<file path="config.mk">
export PLATFORM = sky130hd
export DESIGN_NAME = data_mem_lsu
export DESIGN_NICKNAME = d
export VERILOG_FILES = /design/src/rtl/lsu_pkg.sv /design/src/rtl/lsu_align.sv /design/src/rtl/data_mem_lsu.sv
export SDC_FILE = /design/constraint.sdc
export NUM_CORES = 1
export LEC_CHECK = 0
export BUFFER_PORTS_ARGS = -buffer_cell sky130_fd_sc_hd__buf_4
export CORE_MARGIN = 5
export CORE_UTILIZATION = 57
export CTS_CLUSTER_DIAMETER = 150
export CTS_CLUSTER_SIZE = 30
export DETAILED_ROUTE_END_ITERATION = 8
export GPL_TIMING_DRIVEN = 0
export PLACE_DENSITY = 0.83
export SYNTH_ARGS = -nofsm -noshare
export SYNTH_HDL_FRONTEND = slang
export SYNTH_SLANG_ARGS = --single-unit
</file>
<file path="constraint.sdc">
create_clock -name clk -period 4.6 [get_ports clk]
set_input_delay 0.23 -clock clk [delete_from_list [all_inputs] [get_ports clk]]
set_output_delay 0.23 -clock clk [all_outputs]
set_load 0.05 [all_outputs]
</file>
<file path="src/rtl/lsu_pkg.sv">
// Shared types and constants for the data-memory load/store unit.
// Memory request/response structs are word-oriented with per-byte enables.
package lsu_pkg;

    typedef enum logic [1:0] {
        IDLE,
        ISSUE,
        WAIT,
        RESP
    } lsu_state_t;

    localparam logic [2:0] LSU_B  = 3'b000;
    localparam logic [2:0] LSU_H  = 3'b001;
    localparam logic [2:0] LSU_W  = 3'b010;
    localparam logic [2:0] LSU_BU = 3'b100;
    localparam logic [2:0] LSU_HU = 3'b101;

    typedef struct packed {
        logic [31:0] addr;
        logic [31:0] data;
        logic [3:0]  do_read;
        logic [3:0]  do_write;
        logic        valid;
    } memory_io_req;

    typedef struct packed {
        logic [31:0] data;
        logic        valid;
    } memory_io_rsp;

    // Stores only come in B/H/W; the unsigned codes are load-only.
    function automatic logic funct3_illegal(input logic [2:0] funct3, input logic is_store);
        case (funct3)
            LSU_B, LSU_H, LSU_W: return 1'b0;
            LSU_BU, LSU_HU:      return is_store;
            default:             return 1'b1;
        endcase
    endfunction

endpackage

</file>
<file path="src/rtl/lsu_align.sv">
// Combinational lane logic: byte enables, store-data replication,
// misalignment detection and load extraction/extension.
module lsu_align
    import lsu_pkg::*;
(
    input  logic [2:0]  funct3,
    input  logic [1:0]  offset,
    input  logic [31:0] wdata,
    input  logic [31:0] mem_word,
    output logic [3:0]  byte_en,
    output logic [31:0] store_data,
    output logic        misaligned,
    output logic [31:0] load_data
);

    logic [31:0] shifted;

    always_comb begin
        shifted    = mem_word >> {offset, 3'b000};
        byte_en    = '0;
        store_data = '0;
        misaligned = 1'b0;
        load_data  = '0;
        case (funct3)
            LSU_B, LSU_BU: begin
                byte_en    = 4'b0001 << offset;
                store_data = {4{wdata[7:0]}};
                load_data  = {{24{shifted[7] & ~funct3[2]}}, shifted[7:0]};
            end
            LSU_H, LSU_HU: begin
                byte_en    = 4'b0011 << offset;
                store_data = {2{wdata[15:0]}};
                misaligned = offset[0];
                load_data  = {{16{shifted[15] & ~funct3[2]}}, shifted[15:0]};
            end
            LSU_W: begin
                byte_en    = 4'b1111;
                store_data = wdata;
                misaligned = |offset;
                load_data  = mem_word;
            end
            default: ;
        endcase
    end

endmodule

</file>
<file path="src/rtl/data_mem_lsu.sv">
// Load/store unit: accepts one core access at a time, issues a single word
// request to data memory, waits (with timeout) and returns the extended result.
module data_mem_lsu
    import lsu_pkg::*;
#(
    parameter int unsigned TIMEOUT_CYCLES = 255
) (
    input  logic         clk,
    input  logic         reset,
    input  logic         lsu_valid,
    input  logic         lsu_is_store,
    input  logic [2:0]   lsu_funct3,
    input  logic [31:0]  lsu_addr,
    input  logic [31:0]  lsu_wdata,
    output logic         lsu_ready,
    output logic         lsu_done,
    output logic [31:0]  lsu_rdata,
    output logic         lsu_error,
    output memory_io_req data_mem_req,
    input  memory_io_rsp data_mem_rsp,
    output logic         data_mem_req_ack
);

    lsu_state_t  state, next_state;
    logic        is_store_q, err_q;
    logic [2:0]  funct3_q;
    logic [31:0] addr_q, wdata_q, word_q, cnt;

    logic [2:0]  sel_funct3;
    logic [1:0]  sel_offset;
    logic [3:0]  byte_en;
    logic [31:0] store_data, load_data;
    logic        misaligned, access_err, timeout;

    // In IDLE the aligner looks at the live request to decide accept vs error;
    // afterwards it works from the captured copy.
    assign sel_funct3 = (state == IDLE) ? lsu_funct3     : funct3_q;
    assign sel_offset = (state == IDLE) ? lsu_addr[1:0]  : addr_q[1:0];
    assign access_err = misaligned | funct3_illegal(lsu_funct3, lsu_is_store);
    assign timeout    = (cnt == 32'(TIMEOUT_CYCLES - 1));

    lsu_align u_align (
        .funct3     (sel_funct3),
        .offset     (sel_offset),
        .wdata      (wdata_q),
        .mem_word   (word_q),
        .byte_en    (byte_en),
        .store_data (store_data),
        .misaligned (misaligned),
        .load_data  (load_data)
    );

    always_ff @(posedge clk or negedge reset) begin
        if (!reset) begin
            state      <= IDLE;
            is_store_q <= 1'b0;
            err_q      <= 1'b0;
            funct3_q   <= '0;
            addr_q     <= '0;
            wdata_q    <= '0;
            word_q     <= '0;
            cnt        <= '0;
        end else begin
            state <= next_state;
            case (state)
                IDLE: if (lsu_valid) begin
                    is_store_q <= lsu_is_store;
                    funct3_q   <= lsu_funct3;
                    addr_q     <= lsu_addr;
                    wdata_q    <= lsu_wdata;
                    err_q      <= access_err;
                    word_q     <= '0;
                end
                ISSUE: cnt <= '0;
                WAIT: begin
                    if (data_mem_rsp.valid) word_q <= data_mem_rsp.data;
                    else if (timeout)       err_q  <= 1'b1;
                    else                    cnt    <= cnt + 32'd1;
                end
                default: ;
            endcase
        end
    end

    always_comb begin
        next_state = state;
        case (state)
            IDLE:    if (lsu_valid) next_state = access_err ? RESP : ISSUE;
            ISSUE:   next_state = WAIT;
            WAIT:    if (data_mem_rsp.valid || timeout) next_state = RESP;
            RESP:    next_state = IDLE;
            default: next_state = IDLE;
        endcase
    end

    always_comb begin
        lsu_ready        = (state == IDLE);
        lsu_done         = (state == RESP);
        lsu_error        = (state == RESP) && err_q;
        lsu_rdata        = ((state == RESP) && !err_q && !is_store_q) ? load_data : '0;
        data_mem_req_ack = (state == WAIT) && data_mem_rsp.valid;
        data_mem_req     = '0;
        if (state == ISSUE || state == WAIT) begin
            data_mem_req.addr     = {addr_q[31:2], 2'b00};
            data_mem_req.data     = is_store_q ? store_data : '0;
            data_mem_req.do_read  = is_store_q ? 4'b0000 : byte_en;
            data_mem_req.do_write = is_store_q ? byte_en : 4'b0000;
            data_mem_req.valid    = (state == ISSUE);
        end
    end

endmodule

</file>
==> metrics, run 1 <==
clk root buf clkbuf_16; share of cells above drive strength 1 33.9%; fin cells 1152; worst-margin pin slew roughly 0.86 ns; Max stage delay on crit path 0.44 ns; crit-path cells inv_1 > ha_1 > buf_2 > nor2b_1 > a21oi_1 > clkbuf_1 > o21bai_1 > clkbuf_1 > clkbuf_1 > nor2_1 > buf_4; Fmax ~270 MHz; Placer Congestion a little under 1; vias post-DR 6774; worst vdd ir 570 uV; post-DP HPWL 16.2 mm; drt initial violations 584; port bufs approximately 210; Crit path max-delay family buffers and inverters; synthesized cell area roughly 7300 sq um; ANT cells 0; floorplan row count 41; vias per inst 5.88; Sink Count 135; CTS tree done; status finished clean; predominant post-synthesis flop cell dfrtp_1; initial antenna violation count 0; Post-synth ARST share 100%; Setup-failing EPs final 0; Clock Latency Late Sink 0.42 ns; Critical Path End Type output pin; global router's overall resource usage 29.7%; Final Power 7840 uW; Synth Instances 737; drt total wl 22.4 mm; CTS Buf Count 17; library cells used by synthesis 64; Final Max Tran Viols 0; DRT Pass-1 Iters 4; Area growth syn-to-layout 33.5%; EDFF count, synth 0; period utilization 80.3%; Synth Register Bits 135; placed cell count about 1100; pin count of the biggest net entering global routing between 70 and 80; post-route setup slack 0.907 ns; syn_area_per_cell 9.95 sq um; Synthesis Warnings 0; setup TNS 0 ns; Bufs on Longest Clock Path 2; Final Hold Viols 0; max-cap viol count 0; I/O pins 213; first-pass GRT wire length 35.2 mm; most frequent cells in the layout buf_4, dfrtp_1, nor2_1, mux2_2, nand2_1; initial core utilization between 50% and 60%; CP Class reg -> out; Detail Route Antenna Nets 0; H-tree levels 4; post-synthesis sequential area ratio between 40% and 50%; Leak approximately 0.0045 uW; commonest non-fill, non-tap cell in the layout buf_4; Die X 123 um; unrepaired setup endpoints after global routing false; PD cells 801 nW/um^2; min-delay worst type in -> reg; critical path's slowest cell dfrtp_1; shortest period the worst path allows 3.69 ns; setup bufs post-CTS 0; pre-CTS setup slack 1.41 ns; Final Skew 0.00583 ns; worst-path fanout max 10; CTS clock-pin slew for the worst setup and hold paths 0.06 ns; die area 15200 sq um; post-CTS sizing 0; Residual DRC 0; WP buf/inv 6; Routed WL per cell a little under 20 um; Critical Path Most Common Cell clkbuf_1; Startpoint Class register; Arrival @ worst endpoint 3.46 ns; die height 123 um; core area 12600 sq um; total gr overflow 0; vias in the first global route approximately 6800; fin nets 1079; WP data required between 4 and 5 ns; Slew HR between 40% and 50%
-- sequential cells by signal, summed over array words and instances (netlist names) --
name and cells:
addr_q 32, cnt 32, wdata_q 32, word_q 32, funct3_q 3, state 2, err_q 1, is_store_q 1
-- logic make-up (layout without fill, tap and decap cells) --
logic type | after synthesis | count (layout) | synth area share, %
simple gates | 266 | 266 | 18.5
compound gates | 162 | 162 | 15.2
flops | 135 | 135 | 46.1
mux | 94 | 94 | 14.0
buf+inv | 57 | 299 | 3.19
xor+xnor | 15 | 15 | 1.79
fa+ha+maj | 7 | 7 | 1.19
other cells | 1 | 2 | 0.0512
-- where the power goes --
part           switching [uW]  internal (uW)
logic                    2910           1510
registers                 346           1620
clock network             520            934
total                    3780           4060
-- per-stage QoR --
step                      hold slack, ns  area (sq um)  utilization, %
final                             0.0193          9790            77.6
after global placement             0.447          9120            72.3
after floorplan                  -0.0656          7330               -
after CTS                         0.0105          9790            77.6
after detailed placement           0.252          9150            72.5
after global routing              0.0182          9790            77.6
-- routing by layer --
metal  part of all wire [%]  vias to the layer above  GRT usage, %
met5                      0                        -             0
met1                     39                     3308          37.3
met2                     50                      297          49.2
met3                    8.1                       44          7.59
met4                    2.6                        0          11.8
li1                       -                     3125             -
-- cells in the mapped netlist (7+ instances only) --
| cell type | n | area share (%) |
|---|---|---|
| ha_1 | 7 | 1.2 |
| nor4_1 | 9 | 0.77 |
| a22oi_1 | 17 | 1.7 |
| o21ai_0 | 22 | 1.5 |
| clkbuf_1 | 28 | 1.4 |
| nor2_1 | 78 | 4.0 |
| or3_1 | 7 | 0.60 |
| a21oi_1 | 48 | 3.3 |
| mux2_2 | 70 | 11 |
| buf_1 | 8 | 0.41 |
| nand2_1 | 54 | 2.8 |
| mux2i_1 | 24 | 3.3 |
| buf_2 | 7 | 0.48 |
| nor3_1 | 11 | 0.75 |
| nand4_1 | 10 | 0.85 |
| xnor2_1 | 10 | 1.2 |
| dfrtp_1 | 135 | 46 |
| nand3_1 | 21 | 1.4 |
| inv_1 | 11 | 0.56 |
| a22o_1 | 39 | 4.7 |
| and2_1 | 40 | 3.4 |
-- area by class of cell --
type | count | area [sq um]
clock inverter | 11 | 173
multi-input combinational | 546 | 3720
clock buffer | 20 | 457
timing repair buffer | 211 | 1610
fill | 903 | 2830
sequential | 135 | 3380
buffer | 46 | 193
tap | 172 | 215
inverter | 11 | 41.3
-- timing repair --
action                     4_1_cts  5_1_grt
hold endpoints to repair        61        0
hold buffers                     1        0
setup endpoints to repair        0        0
-- worst reg2reg max path: stages (launching register included) --
cell     delay [ns]
dfrtp_1        0.44
inv_1          0.09
ha_1           0.23
buf_2          0.20
buf_2          0.20
buf_2          0.21
nand2_1        0.27
buf_1          0.56
mux2_2         0.42
-- worst paths after layout --
kind                            slack, ns  cells past startpoint       endpoint              from
worst min register to register       0.49                      1      addr_q[9]         addr_q[9]
worst max-delay path                 0.91                     11  lsu_rdata[15]          state[0]
min in group asynchronous            0.36                      2      word_q[6]             reset
worst max register to register       1.87                      8    wdata_q[18]          state[0]
worst min-delay path                 0.02                      2     word_q[18]  data_mem_rsp[19]
max in group asynchronous            3.47                      3     addr_q[14]             reset
No activity file was read; power rests on OpenSTA's default activity.
==> inputs of run 2 (changes only) <==
--- a/config.mk
+++ b/config.mk
@@ -5,14 +5,15 @@
 export SDC_FILE = /design/constraint.sdc
 export NUM_CORES = 1
 export LEC_CHECK = 0
+export ABC_AREA = 1
 export BUFFER_PORTS_ARGS = -buffer_cell sky130_fd_sc_hd__buf_4
 export CORE_MARGIN = 5
-export CORE_UTILIZATION = 57
+export CORE_UTILIZATION = 49
 export CTS_CLUSTER_DIAMETER = 150
 export CTS_CLUSTER_SIZE = 30
 export DETAILED_ROUTE_END_ITERATION = 8
 export GPL_TIMING_DRIVEN = 0
-export PLACE_DENSITY = 0.83
+export PLACE_DENSITY = 0.73
 export SYNTH_ARGS = -nofsm -noshare
 export SYNTH_HDL_FRONTEND = slang
 export SYNTH_SLANG_ARGS = --single-unit
==> constraint.sdc (replaced) <==
create_clock -name clk -period 3.1 [get_ports clk]
set_input_delay 0.155 -clock clk [delete_from_list [all_inputs] [get_ports clk]]
set_output_delay 0.155 -clock clk [all_outputs]
set_load 0.05 [all_outputs]
==> metrics, run 2 <==
PD cells ~1100 nW/um^2; share of cells above drive strength 1 between 20% and 30%; Register-to-Register Path Depth 9; post-synth top area share 39.8%; Placer Congestion 0.938; total gr overflow 0; Final Hold Viols 0; Placed Area 10400 sq um; vias post-DR about 9200; Fillers 1435; Synthesis Warnings 0; initial core utilization 49.6%; Hold EP is_store_q; Sink Count 135; global router's overall resource usage between 20% and 30%; EDFF count, synth 0; WP data required between 2 and 3 ns; clk root buf clkbuf_16; sequential cell area 3380 sq um; shortest period the worst path allows ~3.0 ns; fin area about 12000 sq um; Routed WL per cell 16.4 um; pin count of the biggest net entering global routing about 70; Hold Startpoint lsu_is_store; vias in the first global route 9083; floorplan row count between 40 and 50; Detail Route Antenna Nets 0; pre-CTS setup slack 0.420 ns; max-cap viol count 0; syn_area_per_cell between 6 and 7 sq um; Slew HR 54.5%; Startpoint Class register; Final Power 12700 uW; Die X 142 um; fin nets 1664; combinational share of power 61.4%; Post-synth ARST share 100%; min-delay worst type in -> reg; Arrival @ worst endpoint 2.81 ns; Fmax 337 MHz; area leader, netlist dfrtp_1; commonest non-fill, non-tap cell in the layout nand2_1; initial antenna violation count 1; first-pass GRT wire length approximately 46 mm; Final Max Tran Viols 0; fin util 69.6%; drt total wl roughly 30 mm; core area 17100 sq um; Clock Latency Late Sink 0.43 ns; Flop pwr share 22.2%; CP Class reg -> out; post-DP HPWL 21.1 mm; drt initial violations 719; Crit Reg-Reg Startpoint state[1]; worst-margin pin slew 0.682 ns; status finished clean; FF-to-FF End word_q[15]; Multi-input gate area ~4400 sq um; synthesized cell area about 8500 sq um; Final Skew 0.0113 ns; count leader, synth nand2_1; vias per inst 5.16; Setup-failing EPs final 0; period utilization 95.8%; clock network power share roughly 16%; Critical Path End Type output pin; predominant post-synthesis flop cell dfrtp_1; CTS tree done; DRT Pass-1 Iters 6; Area growth syn-to-layout 40.3%; H-tree levels 4; library cells used by synthesis 36; cell count of the worst hold path 3; Area contributors post-synth dfrtp_1, nand2_1, nor2_1; Synth Register Bits 135; port bufs 210; Leak slightly above 0.006 uW; worst-path fanout max 10; post-route setup slack 0.132 ns; die area 20100 sq um; most frequent cells in the layout nand2_1, buf_4, nor2_1, dfrtp_1, inv_1; CTS clock-pin slew for the worst setup and hold paths ~0.06 ns; Sw Ratio 53.1%; post-synthesis sequential area ratio 39.8%; sw power 6730 uW; most frequent cells after synthesis nand2_1, nor2_1, dfrtp_1, inv_1, nand3_1; Synth Instances ~1200; I/O pins 213; Bufs on Longest Clock Path 2; CTS Buf Count 17; setup TNS 0 ns; Power Internal 5940 uW; worst vdd ir 745 uV; Residual DRC 0; die height 142 um; FF-to-FF setup slack 0.56 ns
==> run 2: cell count changes in the layout (fill, tap and decap cells not counted), moves of 24 or more <==
cell           delta
dlygate4sd3_1    +90
inv_1           +115
and2_1           -40
mux2i_1          -24
nor2_1          +135
a22o_1           -39
nand3_1          +83
nand2_1         +317
o21ai_0          +31
==> run 2: worst max-delay path by stage <==
stage	start	endpoint	cells past startpoint
after floorplan	state[0]	lsu_rdata[0]	9
after global placement	state[0]	lsu_rdata[8]	11
after detailed placement	state[1]	lsu_rdata[8]	11
after CTS	state[1]	lsu_rdata[8]	11
after global routing	state[1]	lsu_rdata[8]	11
final	state[0]	lsu_rdata[8]	11
==> run 2: worst max-delay path, cell delays in order (launching register included) <==
cell,delay [ns]
dfrtp_1,0.41
inv_1,0.15
ha_4,0.22
buf_4,0.20
nand2_1,0.08
o21ai_1,0.21
buf_4,0.26
nand3_1,0.09
nand2_1,0.08
nand3_1,0.15
a21oi_1,0.29
buf_4,0.25
==> run 2: power by group through the flow <==
| stage | clock network (uW) | logic [uW] | registers [uW] |
|---|---|---|---|
| final | 2080 | 7780 | 2810 |
| after global routing | 2180 | 8360 | 2870 |
| after CTS | 2100 | 7650 | 2780 |
| after detailed placement | 0 | 7530 | 2800 |
| after global placement | 0 | 7440 | 2780 |
| after floorplan | 0 | 5410 | 2680 |
==> run 2: metrics by stage <==
| stage | cells | hold slack, ns |
|---|---|---|
| 4_1_cts | 1791 | 0.00174 |
| 3_3_place_gp | 1667 | 0.388 |
| 6_report | 1792 | 0.00375 |
| 2_1_floorplan | 1232 | -0.141 |
| 5_1_grt | 1792 | 0.0169 |
| 3_5_place_dp | 1668 | 0.212 |
==> run 2: area by class of cell <==
class	count	share of cell area (%)
Multi-Input combinational cell	905	36.5
Buffer	59	2.42
Inverter	133	4.19
Tap cell	225	2.36
Sequential cell	135	28.4
Clock inverter	15	1.39
Antenna cell	1	0.0210
Clock buffer	17	3.57
Timing Repair Buffer	302	21.1
==> run 2: kinds of logic after synthesis <==
logic type	count (synthesis)	synth area share, %
simple gates	708	33.7
buf+inv	192	9.20
flops	135	39.8
compound gates	129	8.74
mux	47	6.24
xor+xnor	12	1.24
fa+ha+maj	7	1.03
other cells	1	0.0442
==> run 2: repair_timing <==
action	4_1_cts	5_1_grt
hold endpoints to repair	157	0
setup buffers	0	0
gates resized for setup	1	7
hold buffers	91	0
setup endpoints to repair	4	53
==> run 2: routing by layer <==
metal	vias up	GRT usage, %	routed length (um)
li1	4509	-	-
met1	4275	36.4	11800
met2	382	48.2	14300
met3	80	5.83	2150
met4	0	12.1	1090
met5	-	0	0
